--- config.mk ---
export PLATFORM = sky130hd
export DESIGN_NAME = fetch_stage
export DESIGN_NICKNAME = d
export VERILOG_FILES = /design/src/rtl/fetch_stage.sv
export SDC_FILE = /design/constraint.sdc
export NUM_CORES = 1
export LEC_CHECK = 0
export BUFFER_PORTS_ARGS = -buffer_cell sky130_fd_sc_hd__buf_2
export CAP_MARGIN = 20
export CORE_ASPECT_RATIO = 1.25
export CORE_MARGIN = 2
export CORE_UTILIZATION = 54
export DETAILED_ROUTE_END_ITERATION = 6
export PLACE_DENSITY_LB_ADDON = 0.2
export SLEW_MARGIN = 25
export SYNTH_ARGS = -nofsm -noshare
export SYNTH_HDL_FRONTEND = slang
export SYNTH_SLANG_ARGS = --single-unit
--- constraint.sdc ---
create_clock -name clk -period 9.1 [get_ports clk]
set_input_delay 0.91 -clock clk [delete_from_list [all_inputs] [get_ports clk]]
set_output_delay 0.91 -clock clk [all_outputs]
set_load 0.005 [all_outputs]
--- src/rtl/fetch_stage.sv ---
// Instruction-fetch stage: owns the PC, drives the word-indexed imem
// address and fills the IF/ID register, with stall, redirect and fault.
module fetch_stage #(
    parameter int addr_ins_width = 32,
    parameter int memory_height = 512,
    parameter logic [addr_ins_width-1:0] RESET_PC = '0,
    parameter logic [addr_ins_width-1:0] NOP_INSTR = 'h13
) (
    input  logic                      clk,
    input  logic                      rst,
    input  logic                      stall_i,
    input  logic                      redirect_i,
    input  logic [addr_ins_width-1:0] redirect_target_i,
    output logic [addr_ins_width-1:0] imem_addr_o,
    input  logic [addr_ins_width-1:0] imem_instr_i,
    output logic [addr_ins_width-1:0] pc_o,
    output logic [addr_ins_width-1:0] id_pc_o,
    output logic [addr_ins_width-1:0] id_instr_o,
    output logic                      id_valid_o,
    output logic                      fault_o,
    output logic [addr_ins_width-1:0] fault_pc_o,
    output logic [addr_ins_width-1:0] fetch_count_o
);

    localparam int W = addr_ins_width;
    localparam logic [W-1:0] PC_LIMIT = W'(4 * memory_height);

    typedef enum logic {RUN, FAULT} state_t;

    typedef struct packed {
        logic [W-1:0] pc;
        logic [W-1:0] instr;
        logic         valid;
    } if_id_t;

    localparam if_id_t BUBBLE = '{pc: '0, instr: NOP_INSTR, valid: 1'b0};

    state_t       state_q, state_d;
    logic [W-1:0] pc_q, pc_d;
    if_id_t       ifid_q, ifid_d;
    logic [W-1:0] count_q, count_d;
    logic [W-1:0] fault_pc_q, fault_pc_d;
    logic [W-1:0] pc_plus4;
    logic         target_ok;
    logic         seq_ok;
    logic         do_redirect;
    logic         do_stall;
    logic         do_advance;

    function automatic logic legal(input logic [W-1:0] a);
        return (a[1:0] == 2'b00) && (a < PC_LIMIT);
    endfunction

    assign pc_plus4    = pc_q + W'(4);
    assign target_ok   = legal(redirect_target_i);
    assign seq_ok      = legal(pc_plus4);
    assign do_redirect = redirect_i;
    assign do_stall    = stall_i && !redirect_i;
    assign do_advance  = !stall_i && !redirect_i;

    // State register and all datapath registers, synchronous reset
    always_ff @(posedge clk) begin
        if (rst) begin
            state_q    <= RUN;
            pc_q       <= RESET_PC;
            ifid_q     <= BUBBLE;
            count_q    <= '0;
            fault_pc_q <= '0;
        end else begin
            state_q    <= state_d;
            pc_q       <= pc_d;
            ifid_q     <= ifid_d;
            count_q    <= count_d;
            fault_pc_q <= fault_pc_d;
        end
    end

    // Next state: an illegal redirect or sequential PC traps into FAULT
    always_comb begin
        state_d = state_q;
        if (state_q == RUN) begin
            if (do_redirect && !target_ok)
                state_d = FAULT;
            else if (do_advance && !seq_ok)
                state_d = FAULT;
        end
    end

    // Next datapath values: redirect beats stall beats advance
    always_comb begin
        pc_d       = pc_q;
        ifid_d     = ifid_q;
        count_d    = count_q;
        fault_pc_d = fault_pc_q;
        if (state_q == FAULT) begin
            ifid_d = BUBBLE;
        end else begin
            unique case (1'b1)
                do_redirect: begin
                    ifid_d = BUBBLE;
                    if (target_ok)
                        pc_d = redirect_target_i;
                    else
                        fault_pc_d = redirect_target_i;
                end
                do_stall: begin
                end
                do_advance: begin
                    ifid_d  = '{pc: pc_q, instr: imem_instr_i, valid: 1'b1};
                    count_d = count_q + W'(1);
                    if (seq_ok)
                        pc_d = pc_plus4;
                    else
                        fault_pc_d = pc_plus4;
                end
            endcase
        end
    end

    assign imem_addr_o   = pc_q >> 2;
    assign pc_o          = pc_q;
    assign id_pc_o       = ifid_q.pc;
    assign id_instr_o    = ifid_q.instr;
    assign id_valid_o    = ifid_q.valid;
    assign fault_o       = (state_q == FAULT);
    assign fault_pc_o    = fault_pc_q;
    assign fetch_count_o = count_q;

endmodule
## Word-level counts from Yosys, hierarchy flattened

Index checks and enable logic that the tools add are counted.

| word-level totals | value |
|---|---|
| register bits after elaboration | 162 |
| output and inout bits | 194 |
| input port bits | 68 |

| cells by class | value |
|---|---|
| equal/unequal tests | 4 |
| order comparisons | 2 |
| bitwise gates (word level) | 1 |
| add/subtract/negate cells | 2 |
| mux-type cells | 10 |
| reduce and logical (&&, ||, !) cells | 16 |

Operator list:

| cell | number |
|---|---|
| 65-bit case mux with 2 select lines | 1 |
| 32-bit 2-to-1 mux | 4 |
| 32-bit case mux with 2 select lines | 2 |
| 32-bit by 12-bit < comparator with 1-bit output (second input constant) | 2 |
| 32-bit by 1-bit adder with 32-bit output (second input constant) | 1 |
| 32-bit by 3-bit adder with 32-bit output (second input constant) | 1 |
| 4-bit AND reduction | 2 |
| 2-bit inequality test (second input constant) | 3 |
| 1-bit logical AND | 5 |
| 1-bit logical NOT | 4 |
| 2-bit logical NOT | 2 |
| 1-bit 2-to-1 mux | 3 |
| 2-bit by 1-bit inequality test with 1-bit output (second input constant) | 1 |
| 2-bit AND reduction | 1 |
| 2-bit nonzero test | 1 |
| 2-bit OR reduction | 1 |
| 1-bit NOT | 1 |

## Logic depth before layout (Yosys ltp)

Gate-level depths: netlist (run 1).

| depth | value |
|---|---|
| depth in word-level cells | 8 |
| mapped depth | 12 |
| gate-level depth less buffers | 9 |

## Worst setup path after synthesis (run 1)

OpenSTA, ideal clock, no wires.

| timing path | value |
|---|---|
| kind | flip-flop to flip-flop |
| start | register pc_q[2] (netlist: pc_o[2]) |
| end | register pc_q[5] (netlist: pc_o[5]) |
| cell stages (with the launch flop) | 10 |
| buffers on the path | 0 |
| data required time | 8.977 ns |
| slack | 6.095 ns |
| clock period less this slack | 3.005 ns |
| setup time | 0.123 ns |
| data arrival time | 2.881 ns |
| cell sequence | dfxtp_1 ha_1 nand3_4 nor3_4 a32oi_1 a21o_1 or4_4 o41ai_4 nand2_4 mux2_1 |

| between the ends | value |
|---|---|
| cells in the longest elaborated chain, start to end | 5 |

RTL lines:

| item | line | RTL |
|---|---|---|
| start, declared | 39 | `logic [W-1:0] pc_q, pc_d;` |
| start signal, assigned | 71 | `pc_q <= pc_d;` |
| 32-bit by 3-bit adder with 32-bit output * | 54 | `assign pc_plus4 = pc_q + W'(4);` |
| 32-bit by 12-bit < comparator with 1-bit output | 51 | `return (a[1:0] == 2'b00) && (a < PC_LIMIT);` |
| 1-bit logical AND | 51 |  |
| 2-bit inequality test (no source line) | n/a |  |
| 4-bit AND reduction (no source line) | n/a |  |

Mark *: on every way between the ends. The rest lies on a longest branch, timed or not. The select of a mux whose other input is x is not followed.
A chain may end at the register's enable or synchronous reset.

## Worst setup path after layout (run 1)

| timing path | value |
|---|---|
| start | register pc_q[2] (netlist: pc_o[2]) |
| end | register pc_q[2] (netlist: pc_o[2]) |

Same word-level chain as after synthesis.

==> metrics.md, run 1 <==
| Metric | Value |
|---|---|
| Status | completed |
| Die Y | 135 um |
| Critical path peak fanout | 24 |
| TritonRoute pass-1 iters | 5 |
| LEAKAGE | 0.00429 uW |
| TritonCTS Buffers | 17 |
| Hold Worst Slack | 0.458 ns |
| Setup TNS | 0 ns |
| Core Area | 0.0133 mm^2 |
| Nets | 1092 |
| Via/cell ratio | 5.29 |
| Actual slew at the worst max-slew pin | 0.892 ns |
| HP Class | reg2reg |
| Min Tclk post-route | 3.54 ns |
| Post-synth top flop | dfxtp_1 |
| Root Driver | clkbuf_16 |
| CP top delay family | compound AO/OA/AOI/OAI gates |
| CP Cell Sequence | ha_1 -> nand3_4 -> nor4b_2 -> nand3_1 -> mux2i_1 -> o211ai_1 -> o41ai_4 -> a21oi_2 -> a32o_1 |
| Post-synth top cells | dfxtp_1, nor2_1, mux2i_1 |
| Final GP Congestion | 0.847 |
| Critical Path Sink Type | flip-flop |
| Gr ovfl total | 0 |
| Synth Instances | 824 |
| Yosys top cell area share | 44.0% |
| # clock sinks | 162 |
| DP HPWL | 13.5 mm |
| Synth-to-Final Area Change | 23.0% |
| Post-synthesis cell area | 0.00736 mm^2 |
| Buffers and inverters on the worst path | 0 |
| Residual DRC count | 0 |
| First-pass GRT wire length | 29.5 mm |
| Total power after layout | 1550 uW |
| # port buffers | 259 |
| Number of synthesized register bits | 162 |
| FP Rows | 47 |
| CP max stage delay | 0.63 ns |
| Largest net degree at the start of global routing | 70 |
| Avg Cell Area, Syn | 8.94 um^2 |
| Placed cells | 1174 |
| Max-cap viol count | 0 |
| WS Path Type | reg2reg |
| Required @ worst endpoint | 9.41 ns |
| Worst R2R Path Depth | 9 |
| Num ports | 262 |
| CTS resizes | 0 |
| Max-Slew Margin vs Limit | 40.5% |
| Async S/R FF share, synth | 0% |
| Period utilisation layout | 38.9% |
| Worst vdd ir | 0.000128 V |
| Unrepaired setup endpoints after global routing | false |
| Via count | 6388 |
| Yosys warns | 0 |
| DRC violation total after the first TritonRoute iteration | 461 |
| Layout cell share with drive strength beyond 1 | 30.4% |
| Vias in the first global route | 5819 |
| Critical Path AT | 3.85 ns |
| Clk_skew | 0.00407 ns |
| PwrDens | 171 mW/mm^2 |
| Initial antenna violation count | 1 |
| Synth area leader | dfxtp_1 |
| Worst hold path cell count | 2 |
| Post-Route WL | 19.1 mm |
| Clk_lat worst skew | 0.42 ns |
| Max-slew violations | 0 |
| Final hold violation count | 0 |
| GRT Resource Usage Total | 25.7% |
| Reg clk slew, reported paths | 0.06 ns |
| Post-CTS Setup Bufs | 0 |
| Number of fill cells | 1152 |
| Top cells by area, synth | dfxtp_1, mux2i_1, nor2_1 |
| Post-DRT Antenna Nets | 0 |
| Die width | 108 um |
| Clock Path Buffers | 2 |
| Initial cell density of the core | 55.4% |
| CP max-delay cell | nor4b_2 |
| Sequential share of the synthesized area | 44.0% |
| H-tree depth | 4 |
| Final instance count without filler cells | 1207 |
| CTS tree | built |
| Drt wl/cell | 15.8 um |
| Most frequent cell after synthesis | dfxtp_1 |
| Setup ws final | 5.56 ns |
| Pre-CTS WS | 5.50 ns |
| Reg area | 0.00324 mm^2 |
| Synth cell types | 54 |
| Area of the multi-input gates | 0.00365 mm^2 |
| Die area | 0.0146 mm^2 |
| CP Launch Type | flip-flop |
| Max Clock Freq | 282 MHz |
| Number of synthesized flops with an enable pin | 0 |
| Post-CTS Hold Fix Bufs | 0 |
| Cell count along the critical path | 9 |
| Setup violators final | 0 |
==> cell usage in the layout, fill, tap and decap left out, drive strengths merged, types with 11 or more instances in the layout <==
cell,count
dfxtp,162
inv,14
nor3,11
nand4,20
xnor2,22
clkbuf,21
nand3,23
mux2i,96
xor2,37
and2,23
nand2,47
nor2,156
buf,263
and3,11
a21oi,36
==> flip-flops by register name, indices dropped and copies added, names as in the netlist <==
signal         count
fault_o            1
fault_pc_o        32
fetch_count_o     32
id_instr_o        32
id_pc_o           32
id_valid_o         1
pc_o              32
==> where the power goes <==
group	switching, uW	internal [uW]
registers	15.2	725
logic	68.2	55.6
clock network	286	400
total	369	1180
==> stage by stage <==
step / utilization (%) / area, um^2
3_3_place_gp: 63.7 / 8470
6_report: 68.2 / 9060
5_1_grt: 68.2 / 9060
2_1_floorplan: - / 7370
4_1_cts: 68.1 / 9040
3_5_place_dp: 63.7 / 8470
==> layer usage <==
metal  up-vias  part of all wire [%]  routed length, um  track usage, %
met1      2976                    44               8320            33.4
met2       226                    48               9210            41.6
met5         -                     0                  0               0
li1       3158                     -                  -               -
met3        28                   6.0               1140            5.45
met4         0                   2.1                392            9.62
==> kinds of logic (layout without fill, tap and decap cells) <==
group           Yosys count  after routing  share of synthesized area (%)
other cells               1              3                         0.0509
buf+inv                  97            307                           6.71
mux                      99             99                           13.5
fa+ha+maj                 2              2                          0.340
xor+xnor                 59             59                           7.02
compound gates           71             71                           6.37
flops                   162            162                           44.0
simple gates            333            333                           22.0
==> layout make-up <==
class	count	area share (%)
Antenna cell	1	0.0276
Timing Repair Buffer	263	14.7
Clock inverter	11	1.15
Inverter	12	0.497
Multi-Input combinational cell	566	40.3
Tap cell	171	2.36
Sequential cell	162	35.8
Clock buffer	21	5.19
==> worst reg2reg max path, delay by kind of cell (launching register included) <==
kind	cells	cell delay, ns
flip-flops	1	0.54
AO/OA/AOI/OAI	4	1.25
multiplexers	1	0.27
AND/OR/NAND/NOR	3	1.08
adder cells (fa/ha/maj)	1	0.31
==> final timing paths <==
| kind | from | end | slack, ns |
|---|---|---|---|
| worst max-delay path | pc_o[2] | pc_o[2] | 5.56 |
| worst min register to register | fault_pc_o[7] | fault_pc_o[7] | 0.46 |
| worst max register to register | pc_o[2] | pc_o[2] | 5.56 |
| worst min-delay path | fault_pc_o[7] | fault_pc_o[7] | 0.46 |
Note: power is estimated with default switching activity, not from simulation.
==> run 2: changes to the inputs <==
--- a/config.mk
+++ b/config.mk
@@ -9,7 +9,7 @@
 export CAP_MARGIN = 20
 export CORE_ASPECT_RATIO = 1.25
 export CORE_MARGIN = 2
-export CORE_UTILIZATION = 54
+export CORE_UTILIZATION = 45
 export DETAILED_ROUTE_END_ITERATION = 6
 export PLACE_DENSITY_LB_ADDON = 0.2
 export SLEW_MARGIN = 25
==> constraint.sdc (replaced) <==
create_clock -name clk -period 2.9 [get_ports clk]
set_input_delay 0.29 -clock clk [delete_from_list [all_inputs] [get_ports clk]]
set_output_delay 0.29 -clock clk [all_outputs]
set_load 0.005 [all_outputs]
==> metrics.md, run 2 (synthesized netlist as in run 1, its figures left out) <==
| Metric | Value |
|---|---|
| Reg clk slew, reported paths | 0.06 ns (about the same) |
| Core Area | 0.0161 mm^2 (+21%) |
| Status | completed |
| CP Launch Type | flip-flop |
| Number of fill cells | 1463 (+27%) |
| Gr ovfl total | 0 (unchanged) |
| CP max stage delay | 0.60 ns (-0.03 ns) |
| Post-CTS Hold Fix Bufs | 0 (unchanged) |
| Max-Slew Margin vs Limit | 42.4% (+1.9 points) |
| Clock Path Buffers | 2 (unchanged) |
| First-pass GRT wire length | 31.6 mm (+7.1%) |
| Initial cell density of the core | 45.6% (-9.8 points) |
| Pre-CTS WS | 0.0164 ns (-5.48 ns) |
| Post-DRT Antenna Nets | 0 (unchanged) |
| Commonest non-fill, non-tap cells in the layout | buf_2, nor2_1, dfxtp_1, mux2i_1, buf_4 |
| Clk_skew | 0.0115 ns (+0.00740 ns) |
| Placed cells | 1271 (+8.3%) |
| Critical Path AT | 3.19 ns (-0.66 ns) |
| GRT Resource Usage Total | 22.8% (-2.9 points) |
| Final GP Congestion | 0.932 (+10%) |
| Actual slew at the worst max-slew pin | 0.863 ns (-0.0289 ns) |
| Initial antenna violation count | 2 (+1) |
| Layout cell share with drive strength beyond 1 | 36.7% (+6.2 points) |
| Max-cap viol count | 0 (unchanged) |
| Setup violators final | 0 (unchanged) |
| DRC violation total after the first TritonRoute iteration | 388 (-16%) |
| H-tree depth | 4 (unchanged) |
| LEAKAGE | 0.00473 uW (+10%) |
| CP top delay family | simple AND/OR/NAND/NOR gates |
| Synth-to-Final Area Change | 32.9% |
| CTS tree | built |
| Die width | 118 um (+9.2%) |
| TritonRoute pass-1 iters | 5 (unchanged) |
| Root Driver | clkbuf_16 |
| Via count | 6614 (+3.5%) |
| Die Y | 147 um (+9.3%) |
| Buffers and inverters on the worst path | 2 (+2) |
| Most common cell after layout, fill and taps aside | buf_2 |
| Die area | 0.0174 mm^2 (+19%) |
| DP HPWL | 14.8 mm (+9.5%) |
| Worst hold path cell count | 3 (+1) |
| HP Class | in2reg |
| Worst R2R Path Depth | 10 (+1) |
| Residual DRC count | 0 (unchanged) |
| Num ports | 262 (unchanged) |
| # port buffers | 259 (unchanged) |
| Area of the multi-input gates | 0.00375 mm^2 (+2.8%) |
| Unrepaired setup endpoints after global routing | true |
| Worst vdd ir | 0.000341 V (+170%) |
| Required @ worst endpoint | 3.19 ns (-6.22 ns) |
| # clock sinks | 162 (unchanged) |
| Period utilisation layout | 99.9% (+61 points) |
| N_diodes | 0 (-1) |
| Critical Path Sink Type | flip-flop |
| Final hold violation count | 0 (unchanged) |
| FP Rows | 52 (+11%) |
| Min Tclk post-route | 2.90 ns (-0.647 ns) |
| Max-slew violations | 0 (unchanged) |
| Via/cell ratio | 5.04 (-4.7%) |
| Vias in the first global route | 6156 (+5.8%) |
| Critical path peak fanout | 4 (-83%) |
| TritonCTS Buffers | 17 (unchanged) |
| Setup ws final | 0.00328 ns (-5.55 ns) |
| CP Cell Sequence | buf_6 -> nand4_1 -> nor4_4 -> xnor2_1 -> o2111ai_1 -> or4_4 -> o41ai_4 -> buf_4 -> nand2_4 -> mux2_4 |
| WS Path Type | reg2reg |
| Largest net degree at the start of global routing | 68 (-2.9%) |
| CP max-delay cell | or4_4 |
| Drt wl/cell | 15.4 um (-2.2%) |
| PwrDens | 519 mW/mm^2 (+200%) |
| Post-Route WL | 20.3 mm (+6.3%) |
| Clk_lat worst skew | 0.42 ns (about the same) |
| Cell count along the critical path | 10 (+1) |
| Final instance count without filler cells | 1312 (+8.7%) |
| Reg area | 0.00326 mm^2 (+0.66%) |
| Max Clock Freq | 345 MHz (+22%) |
| Nets | 1155 (+5.8%) |
[run 2: changes by cell type in the layout (fill, tap and decap cells not counted), sizes merged]
cell    before  now
buf        263  326
clkinv       6    1
bufinv       1    3
clkbuf      21   23
diode        1    0
inv         14   13
[run 2: through the flow]
stage	total power, uW	area [um^2]	TNS, ns	hold slack (ns)	util [%]
CTS	5130	9580	0	0.0875	59.4
detailed placement	2800	8950	0	0.441	55.5
floorplan	2610	7380	0	0.434	-
finish	5080	9790	0	0.103	60.7
global route	5280	9790	-2.32	0.0985	60.7
global placement	2790	8950	0	0.433	55.5
[run 2: final timing paths]
check / startpoint / endpoint / slack (ns)
setup / recovery: pc_o[9] / pc_o[5] / 0.003
hold / removal: imem_instr_i[31] / id_instr_o[31] / 0.10
setup reg to reg: pc_o[9] / pc_o[5] / 0.003
hold reg to reg: id_valid_o / id_valid_o / 0.45
[run 2: worst reg2reg max path, cell delays in order (launching register included)]
cell	delay, ns
dfxtp_4	0.38
buf_6	0.11
nand4_1	0.13
nor4_4	0.31
xnor2_1	0.18
o2111ai_1	0.16
or4_4	0.60
o41ai_4	0.35
buf_4	0.20
nand2_4	0.05
mux2_4	0.29
[run 2: layout make-up]
class / instances / area share, %
clock buffer: 23 / 5.09
clock inverter: 7 / 1.25
inverter: 12 / 0.460
multi-input combinational: 566 / 38.3
sequential: 162 / 33.3
tap: 216 / 2.76
timing repair buffer: 326 / 18.8
[run 2: metal layers]
metal  wire, um  up-vias  global-route usage, %
li1           -     3286                      -
met1       8550     3052                   27.3
met2       9970      245                   39.5
met3       1400       27                   6.33
met4        321        4                   7.38
met5         27        -                      0
[run 2: timing repair]
| item | in CTS | in global routing |
|---|---|---|
| pin swaps | 0 | 19 |
| buffers inserted | 0 | 11 |
| setup endpoints to repair | 1 | 61 |
| resized for setup | 1 | 34 |
[run 2: power breakdown]
| group | switching (uW) | internal, uW |
|---|---|---|
| clock | 864 | 1460 |
| combinational | 238 | 203 |
| sequential | 37.8 | 2280 |
| total | 1140 | 3940 |
==> run 3: changes to the inputs <==
--- a/config.mk
+++ b/config.mk
@@ -12,6 +12,7 @@
 export CORE_UTILIZATION = 45
 export DETAILED_ROUTE_END_ITERATION = 6
 export PLACE_DENSITY_LB_ADDON = 0.2
+export REMOVE_ABC_BUFFERS = 1
 export SLEW_MARGIN = 25
 export SYNTH_ARGS = -nofsm -noshare
 export SYNTH_HDL_FRONTEND = slang
==> metrics.md, run 3 (synthesized netlist as in run 1, its figures left out) <==
| Metric | Value |
|---|---|
| Status | finished, violations left |
| Failing checks | setup timing |
| WL met3 | 1.24 mm (-11%) |
| Critical Path AT | 3.24 ns (+0.05 ns) |
| Post-DRT Antenna Nets | 0 (unchanged) |
| Via/cell ratio | 5.00 (-0.85%) |
| Placed cell area | 0.00899 mm^2 (+0.39%) |
| Max Used Layer | met4 |
| Final GP Congestion | 0.848 (-9.0%) |
| Die width | 118 um (unchanged) |
| PwrDens | 506 mW/mm^2 (-2.5%) |
| Via count | 6588 (-0.39%) |
| Die Y | 147 um (unchanged) |
| Root Driver | clkbuf_16 |
| GRT Resource Usage Total | 22.4% (-0.38 points) |
| Routed wl met2 | 9.71 mm (-2.5%) |
| Total power after layout | 4970 uW (-2.3%) |
| TritonCTS Buffers | 17 (unchanged) |
| Gr ovfl total | 0 (unchanged) |
| Max Clock Freq | 341 MHz (-1.1%) |
| Pre-CTS WS | -0.0601 ns (-0.0765 ns) |
| Max-Slew Margin vs Limit | 46.7% (+4.3 points) |
| WS Path Type | reg2reg |
| CP Cell Sequence | nand4_1 -> nor4_4 -> xnor2_2 -> o2111ai_2 -> or4_4 -> o41ai_4 -> buf_4 -> a21oi_4 -> a32o_1 |
| N_diodes | 0 (unchanged) |
| CTS tree | built |
| Clock Path Buffers | 2 (unchanged) |
| CP top delay family | simple AND/OR/NAND/NOR gates |
| Post-Route Utilization | 60.8% (+0.11 points) |
| Final hold violation count | 0 (unchanged) |
| Vias in the first global route | 6120 (-0.58%) |
| Die area | 0.0174 mm^2 (unchanged) |
| Worst vdd ir | 0.000383 V (+12%) |
| Unrepaired setup endpoints after global routing | true |
| DRC violation total after the first TritonRoute iteration | 312 (-20%) |
| H-tree depth | 4 (unchanged) |
| Most common cell after layout, fill and taps aside | buf_2 |
| Initial cell density of the core | 45.6% (unchanged) |
| Actual slew at the worst max-slew pin | 0.799 ns (-0.0640 ns) |
| Reg area | 0.00326 mm^2 (about the same) |
| Max-slew violations | 0 (unchanged) |
| Period utilisation layout | 101% (+1.1 points) |
| Setup violators final | 1 (+1) |
| Min Tclk post-route | 2.93 ns (+0.0331 ns) |
| Setup ws final | -0.0298 ns (-0.0331 ns) |
| Commonest non-fill, non-tap cells in the layout | buf_2, nor2_1, dfxtp_1, mux2i_1, buf_4 |
| CP Launch Type | flip-flop |
| FP Rows | 52 (unchanged) |
| Drt wl/cell | 15.2 um (-1.4%) |
| LEAKAGE | 0.00472 uW (-0.11%) |
| HP Class | in2reg |
| CP max stage delay | 0.59 ns (about the same) |
| TritonRoute pass-1 iters | 5 (unchanged) |
| Number of fill cells | 1513 (+3.4%) |
| Reg clk slew, reported paths | 0.06 ns (about the same) |
| Clk_skew | 0.0103 ns (-0.00111 ns) |
| Initial antenna violation count | 0 (-2) |
| Critical path peak fanout | 6 (+2) |
| Critical Path Sink Type | flip-flop |
| Post-Layout Inst Area | 0.00981 mm^2 (+0.18%) |
| DP HPWL | 14.5 mm (-2.4%) |
| # clock sinks | 162 (unchanged) |
| M1 WL | 8.47 mm (-0.90%) |
| Clk_lat worst skew | 0.42 ns (about the same) |
| Placed cells | 1279 (+0.63%) |
| # port buffers | 259 (unchanged) |
| Area of the multi-input gates | 0.00379 mm^2 (+0.93%) |
| Synth-to-Final Area Change | 33.2% |
| Nets | 1162 (+0.61%) |
| Num ports | 262 (unchanged) |
| Buffers and inverters on the worst path | 1 (-1) |
| Residual DRC count | 0 (unchanged) |
| Post-Route WL | 20.1 mm (-0.91%) |
| Max-cap viol count | 0 (unchanged) |
| Required @ worst endpoint | 3.21 ns (+0.02 ns) |
| CP max-delay cell | or4_4 |
| Largest net degree at the start of global routing | 56 (-18%) |
| Core Area | 0.0161 mm^2 (unchanged) |
| Layout cell share with drive strength beyond 1 | 36.8% (+0.16 points) |
| Final instance count without filler cells | 1318 (+0.46%) |
| Post-CTS Hold Fix Bufs | 0 (unchanged) |
| First-pass GRT wire length | 31.3 mm (-0.96%) |
## run 3: through the flow
stage | hold WS, ns | TNS (ns)
floorplan | 0.359 | -26.53
global placement | 0.433 | 0
detailed placement | 0.439 | -0.779
CTS | 0.0838 | 0
global route | 0.0924 | -5.58
finish | 0.0943 | -0.0298
## run 3: final timing paths
kind              cells past startpoint             to             from  slack (ns)
setup reg to reg                      9        pc_o[2]          pc_o[9]       -0.03
setup / recovery                      9        pc_o[2]          pc_o[9]       -0.03
hold / removal                        3  id_instr_o[2]  imem_instr_i[2]        0.09
hold reg to reg                       2     id_valid_o       id_valid_o        0.45
## run 3: cell type report
class | count | share of cell area (%)
Clock inverter | 10 | 1.42
Tap cell | 216 | 2.76
Timing Repair Buffer | 331 | 19.1
Sequential cell | 162 | 33.3
Multi-Input combinational cell | 568 | 38.6
Inverter | 12 | 0.459
Clock buffer | 19 | 4.41
## run 3: repair_timing
action,CTS,global route
endpoints found under the setup margin,43,64
pin swaps,3,28
setup buffers,2,7
hold endpoints to repair,0,0
resized for setup,7,33
gates cloned,0,2
## run 3: worst register-to-register path, cell delays in order, from the launching register on
cell and delay (ns):
dfxtp_2 0.40, nand4_1 0.17, nor4_4 0.38, xnor2_2 0.20, o2111ai_2 0.18, or4_4 0.59, o41ai_4 0.31, buf_4 0.21
a21oi_4 0.11, a32o_1 0.26
## run 3: metal layers
metal  GRT usage, %  vias up
met5              0        -
met1           27.1     3023
met2           38.4      222
met4           9.23        0
met3           5.24       43
li1               -     3300
## run 3: power breakdown
group	total (uW)	switching (uW)	internal (uW)	leakage (uW)
Combinational	439	237	202	0.00313
Sequential	2310	37.2	2280	0.00132
Clock	2210	877	1340	0.000278
